$ cat src/rtl/div32_seq_pkg.sv
// Shared definitions for the sequential restoring divider: default width and FSM encoding.
package div32_seq_pkg;

  localparam int DIV_WIDTH = 32;
  localparam int DIV_CNT_W = $clog2(DIV_WIDTH);

  typedef enum logic [1:0] {
    S_IDLE = 2'd0,
    S_RUN  = 2'd1,
    S_DONE = 2'd2
  } state_t;

endpackage

$ cat src/rtl/div32_seq_if.sv
// Request/response bundle of the divider: operands and start in, result and status out.
interface div32_seq_if #(
  parameter int WIDTH = 32
);
  logic             start;
  logic [WIDTH-1:0] A;
  logic [WIDTH-1:0] B;
  logic             ready;
  logic             done;
  logic [WIDTH-1:0] Q;
  logic [WIDTH-1:0] R;
  logic             dbz;

  modport master (output start, A, B, input ready, done, Q, R, dbz);
  modport slave  (input start, A, B, output ready, done, Q, R, dbz);
endinterface

$ cat src/rtl/div32_seq_control.sv
// Divider sequencer: IDLE/RUN/DONE state machine plus the iteration counter.
module div32_seq_control
  import div32_seq_pkg::*;
#(
  parameter int WIDTH = DIV_WIDTH
) (
  input  logic clk,
  input  logic rst_n,
  input  logic start,
  input  logic b_zero,
  output logic load,
  output logic load_dbz,
  output logic shift,
  output logic finish,
  output logic ready,
  output logic done
);

  localparam int CNT_W = $clog2(WIDTH);

  state_t             state_q, state_d;
  logic [CNT_W-1:0]   cnt_q;

  always_ff @(posedge clk) begin
    if (!rst_n) begin
      state_q <= S_IDLE;
      cnt_q   <= '0;
    end else begin
      // NOTE: clocked state uses <= so every register samples pre-edge values.
      state_q <= state_d;
      if (load)       cnt_q <= '0;
      else if (shift) cnt_q <= cnt_q + 1'b1;
    end
  end

  always_comb begin
    // NOTE: every output gets a default first so no path leaves a latch behind.
    state_d  = state_q;
    load     = 1'b0;
    load_dbz = 1'b0;
    shift    = 1'b0;
    finish   = 1'b0;
    ready    = 1'b0;
    done     = 1'b0;
    case (state_q)
      S_IDLE: begin
        ready = 1'b1;
        if (start) begin
          load     = !b_zero;
          load_dbz = b_zero;
          state_d  = b_zero ? S_DONE : S_RUN;
        end
      end
      S_RUN: begin
        shift = 1'b1;
        if (cnt_q == CNT_W'(WIDTH - 1)) begin
          finish  = 1'b1;
          state_d = S_DONE;
        end
      end
      S_DONE: begin
        done    = 1'b1;
        state_d = S_IDLE;
      end
      default: state_d = S_IDLE;
    endcase
  end

endmodule

$ cat src/rtl/div32_seq.sv
// Multi-cycle unsigned restoring divider, one quotient bit per clock, with divide-by-zero flag.
module div32_seq
  import div32_seq_pkg::*;
#(
  parameter int WIDTH = DIV_WIDTH
) (
  input  logic      clk,
  input  logic      rst_n,
  div32_seq_if.slave bus
);

  logic             load, load_dbz, shift, finish, ready, done;
  logic [WIDTH-1:0] divisor_q, rem_q, qsh_q;
  logic [WIDTH-1:0] q_q, r_q;
  logic             dbz_q;

  logic [WIDTH:0]   shifted, trial;
  logic             no_borrow;
  logic [WIDTH-1:0] rem_next, qsh_next;

  div32_seq_control #(.WIDTH(WIDTH)) u_control (
    .clk      (clk),
    .rst_n    (rst_n),
    .start    (bus.start),
    .b_zero   (bus.B == '0),
    .load     (load),
    .load_dbz (load_dbz),
    .shift    (shift),
    .finish   (finish),
    .ready    (ready),
    .done     (done)
  );

  // Partial remainder stays below the divisor, so WIDTH+1 bits hold the shifted value
  // and the top bit of the difference is the borrow.
  always_comb begin
    shifted   = {rem_q, qsh_q[WIDTH-1]};
    trial     = shifted - {1'b0, divisor_q};
    no_borrow = ~trial[WIDTH];
    rem_next  = no_borrow ? trial[WIDTH-1:0] : shifted[WIDTH-1:0];
    qsh_next  = {qsh_q[WIDTH-2:0], no_borrow};
  end

  always_ff @(posedge clk) begin
    if (!rst_n) begin
      divisor_q <= '0;
      rem_q     <= '0;
      qsh_q     <= '0;
      q_q       <= '0;
      r_q       <= '0;
      dbz_q     <= 1'b0;
    end else begin
      if (load) begin
        divisor_q <= bus.B;
        rem_q     <= '0;
        qsh_q     <= bus.A;
      end else if (shift) begin
        rem_q <= rem_next;
        qsh_q <= qsh_next;
      end
      // Results only move on completion, so they hold steady through RUN.
      if (load_dbz) begin
        q_q   <= '1;
        r_q   <= bus.A;
        dbz_q <= 1'b1;
      end else if (finish) begin
        q_q   <= qsh_next;
        r_q   <= rem_next;
        dbz_q <= 1'b0;
      end
    end
  end

  assign bus.ready = ready;
  assign bus.done  = done;
  assign bus.Q     = q_q;
  assign bus.R     = r_q;
  assign bus.dbz   = dbz_q;

endmodule

$ cat src/flat_wrapper.sv
// flat-port wrapper written by rule: the top's interface ports become plain ports
module div32_seq_flat import div32_seq_pkg::*;
#(
  parameter int WIDTH = DIV_WIDTH
)
  (clk, rst_n, bus_start, bus_A, bus_B, bus_ready, bus_done, bus_Q, bus_R, bus_dbz);
  div32_seq_if #(.WIDTH(WIDTH)) bus_i ();
  input  logic clk;
  input  logic rst_n;
  input wire logic [$bits(bus_i.start)-1:0] bus_start;
  input wire logic [$bits(bus_i.A)-1:0] bus_A;
  input wire logic [$bits(bus_i.B)-1:0] bus_B;
  output wire logic [$bits(bus_i.ready)-1:0] bus_ready;
  output wire logic [$bits(bus_i.done)-1:0] bus_done;
  output wire logic [$bits(bus_i.Q)-1:0] bus_Q;
  output wire logic [$bits(bus_i.R)-1:0] bus_R;
  output wire logic [$bits(bus_i.dbz)-1:0] bus_dbz;
  assign bus_i.start = bus_start;
  assign bus_i.A = bus_A;
  assign bus_i.B = bus_B;
  assign bus_ready = bus_i.ready;
  assign bus_done = bus_i.done;
  assign bus_Q = bus_i.Q;
  assign bus_R = bus_i.R;
  assign bus_dbz = bus_i.dbz;
  div32_seq #(.WIDTH(WIDTH)) u_core (.clk(clk), .rst_n(rst_n), .bus(bus_i));
endmodule
$ cat config.mk
export PLATFORM = sky130hd
export DESIGN_NAME = div32_seq_flat
export DESIGN_NICKNAME = d
export VERILOG_FILES = /design/src/rtl/div32_seq_pkg.sv /design/src/rtl/div32_seq_if.sv /design/src/rtl/div32_seq_control.sv /design/src/rtl/div32_seq.sv /design/src/flat_wrapper.sv
export SDC_FILE = /design/constraint.sdc
export NUM_CORES = 1
export LEC_CHECK = 0
export CAP_MARGIN = 0
export CORE_UTILIZATION = 49
export CTS_CLUSTER_SIZE = 30
export DETAILED_ROUTE_END_ITERATION = 7
export GPL_TIMING_DRIVEN = 0
export PLACE_DENSITY = 0.77
export SYNTH_ARGS = -nofsm -noshare
export SYNTH_HDL_FRONTEND = slang
export SYNTH_SLANG_ARGS = --single-unit
$ cat constraint.sdc
create_clock -name clk -period 3.04 [get_ports clk]
set_clock_uncertainty 0.15 [all_clocks]
set_input_delay 0.608 -clock clk [delete_from_list [all_inputs] [get_ports clk]]
set_output_delay 0.608 -clock clk [all_outputs]
set_load 0.05 [all_outputs]
==> results.json <==
{
  "run_status": "complete, but fails checks",
  "violations": "setup timing",
  "cp-start-kind": "flop",
  "criticalPathCategory": "flop to flop",
  "grt_pass1_wl_mm": 38.04,
  "clk_root_buffer_cell": "clkbuf_16",
  "post_synth_num_cell_types": 56,
  "number_of_flops_mapped_to_enable_cells_by_yosys": 0,
  "critical_path.top_delay_family": "compound AO/OA/AOI/OAI gates",
  "buffer_ports.inserted": 132,
  "drt_first_iter_violations": 763,
  "cts_htree_levels": 4,
  "cts_hold_buf": 0,
  "detailroute.via_count": 8520,
  "postRouteAntennaNets": 0,
  "first_global_vias": 7630,
  "final_clock_period_utilization_by_the_worst_path_pct": 102.2,
  "synth.cells.most_frequent": "dfxtp_1, a21oi_1, nand2_1",
  "critical_path_buf_inv_count": 3,
  "drt_wl_total_mm": 26.27,
  "vdd_ir_drop_max_v": 0.0004809,
  "max_slew.worst_pin.slew_ns": 0.7269,
  "core_region_area_um2": 16640,
  "max-cap-violations": 0,
  "clkSinkCount": 168,
  "endpoint_kind": "flop",
  "setup_repair_after_global_routing_missed_its_margin": "yes",
  "cts_buffers": 17,
  "nets": 1305,
  "syn_to_final_growth_pct": 36.37,
  "detail_route.wl_per_cell_um": 18.29,
  "layout.core_utilization_pct": 68.55,
  "gp_congestion": 0.8987,
  "fmax_mhz": 321.8,
  "yosysWarningCount": 0,
  "timing.critical_path.slowest_stage_cell": "a2111o_1",
  "drc": 0,
  "initial_core_util_pct": 50.27,
  "crit_arrival_ns": 3.27,
  "yosysTopAreaCell": "dfxtp_1",
  "synth_ff_type": "dfxtp_1",
  "number_of_synthesized_register_bits": 168,
  "min-delay-path-class": "flop to flop",
  "global_route.overflow_total": 0,
  "hpwlAfterDp_mm": 18.26,
  "synthesis.area_um2": 8366,
  "setup_violating_endpoint_count_in_the_final_report": 35,
  "pwr_density_cell_nw_per_um2": 647.6,
  "gr-usage-all-layers_pct": 27.15,
  "crit_path_frequent_cell": "buf_12",
  "design.portCount": 134,
  "synth_top_area_share_pct": 40.20,
  "period_minus_slack_ns": 3.108,
  "dp_slack_ns": -0.7214,
  "die_w_um": 132.7,
  "report.final.slew_viol_count": 0,
  "synth_async_sr_flop_share_pct": 0,
  "final_critical_path_setup_slack_ns": -0.06770,
  "synth.most_common_cell": "dfxtp_1",
  "worst-path-max-fanout": 6,
  "clkLatencyLatePin_ns": 0.45,
  "hold_violations": 0,
  "die_height_um": 132.7,
  "pin_count_of_the_biggest_net_entering_global_routing": 19,
  "worst-endpoint-required_ns": 3.20,
  "syn_area_per_cell_um2": 8.052,
  "path_cells": "ha_4 > a21o_1 > a211o_1 > o2111ai_2 > o21ai_2 > a2111o_1 > o211a_4 > buf_12 > buf_12 > buf_12 > a31oi_4 > a21oi_2",
  "layout-drive-gt1-share_pct": 14.23,
  "tot_pwr_mw": 7.389,
  "clkSlewWorstSetupHoldPaths_ns": 0.07,
  "hold_slack_ns": 0.3032,
  "syn-num-nets": 1141,
  "cts.path.max_buffers": 2,
  "worst_path_largest_cell_delay_ns": 0.43,
  "timing.max_slew.rel_slack_pct": 51.54,
  "synthesized_instance_count": 1039,
  "rows": 47,
  "synth_seq_area_share_pct": 40.20,
  "p_leak_nw": 4.198,
  "drt-pass1-iter-count": 5,
  "netlist_top_cells_area": "dfxtp_1, a21oi_1, nand2_1",
  "tritoncts": "done",
  "viasPerCell": 5.933,
  "grt_antenna_before_repair": 0,
  "design.die.area_um2": 17600,
  "insertedDiodeCount": 0
}
-- cells by family (layout without fill, tap and decap cells) --
| kind of cell | after synthesis | after routing | synth area share, % |
|---|---|---|---|
| mux | 29 | 29 | 3.590 |
| flops | 168 | 168 | 40.20 |
| compound gates | 362 | 362 | 26.41 |
| xor+xnor | 32 | 32 | 3.350 |
| simple gates | 302 | 302 | 15.55 |
| buf+inv | 111 | 288 | 5.564 |
| fa+ha+maj | 35 | 35 | 5.325 |
-- stage by stage --
| stage | area [µm²] | TNS [ns] | cells |
|---|---|---|---|
| 3_3_place_gp | 9962 | -107.44 | 1391 |
| 3_5_place_dp | 9976 | -82.74 | 1392 |
| 4_1_cts | 10810 | -0.001883 | 1430 |
| 6_report | 11410 | -0.8757 | 1436 |
| 5_1_grt | 11410 | -5.960 | 1436 |
| 2_1_floorplan | 8366 | 0 | 1039 |
-- timing repair --
item,4_1_cts,5_1_grt
gates cloned,1,4
resized for setup,45,114
setup endpoints to repair,152,133
setup buffers,5,3
pin swaps,6,42
-- worst reg2reg max path, delay by kind of cell, from the launching register on --
family                     cells  cell delay [ns]
AOI/OAI and AO/OA              8             1.69
buffers and inverters          3             0.45
DFF                            1             0.42
adders and majority gates      1             0.25
-- power by group --
part           switching, mW  total [mW]  internal, mW
Combinational           1.53        2.84          1.31
Clock                   1.05        2.15          1.10
Sequential             0.103        2.40          2.30
-- registers in the layout (all words and copies together) (netlist names) --
register,cells
u_core.bus.Q,32
u_core.u_control.state_q,2
u_core.bus.dbz,1
u_core.u_control.cnt_q,5
u_core.qsh_q,32
u_core.divisor_q,32
u_core.bus.R,32
u_core.rem_q,32
-- placed cells by master (no fill, tap or decap), types with 4 or more instances in the layout --
master / netlist / routed
o22ai_1: 4 / 4
buf_4: 0 / 9
o21ai_0: 76 / 73
mux2i_4: 0 / 26
o221ai_1: 29 / 29
o21ai_2: 1 / 5
inv_1: 38 / 37
clkbuf_16: 0 / 21
nand3_1: 9 / 9
buf_12: 1 / 5
a21o_1: 14 / 14
nand4_1: 6 / 6
dfxtp_2: 0 / 7
a21oi_1: 162 / 124
xnor2_1: 16 / 16
ha_1: 34 / 31
a21oi_2: 0 / 37
nor2_1: 73 / 69
nor3_1: 40 / 39
inv_8: 0 / 5
nor4_1: 10 / 7
clkbuf_2: 0 / 11
xor2_1: 16 / 15
a22oi_1: 33 / 33
clkbuf_1: 62 / 51
nand2b_1: 12 / 11
o211ai_1: 4 / 4
clkdlybuf4s50_1: 0 / 132
dfxtp_1: 168 / 161
o21bai_1: 4 / 4
nand2_1: 139 / 138
inv_6: 0 / 5
-- layout make-up --
class	count	area (µm²)
buffer	71	365.4
clock buffer	18	429.2
clock inverter	14	150.1
fill	1316	5234
inverter	39	146.4
multi-input combinational	760	5154
sequential	168	3372
tap	220	275.3
timing repair buffer	146	1516
-- path summary, 6_finish.rpt --
path | start | cells after the start | to | slack [ns]
worst max register to register | u_core.rem_q[4] | 12 | u_core.rem_q[6] | -0.07
worst min register to register | u_core.divisor_q[5] | 2 | u_core.divisor_q[5] | 0.30
worst max-delay path | u_core.rem_q[4] | 12 | u_core.rem_q[6] | -0.07
worst min-delay path | u_core.divisor_q[5] | 2 | u_core.divisor_q[5] | 0.30
-- layer usage --
metal | wire length (µm) | track usage (%)
met5 | 0 | 0
met4 | 961 | 10.34
met3 | 2023 | 5.019
met2 | 12540 | 45.41
met1 | 10740 | 34.71
Note: power is estimated with default switching activity, not from simulation.
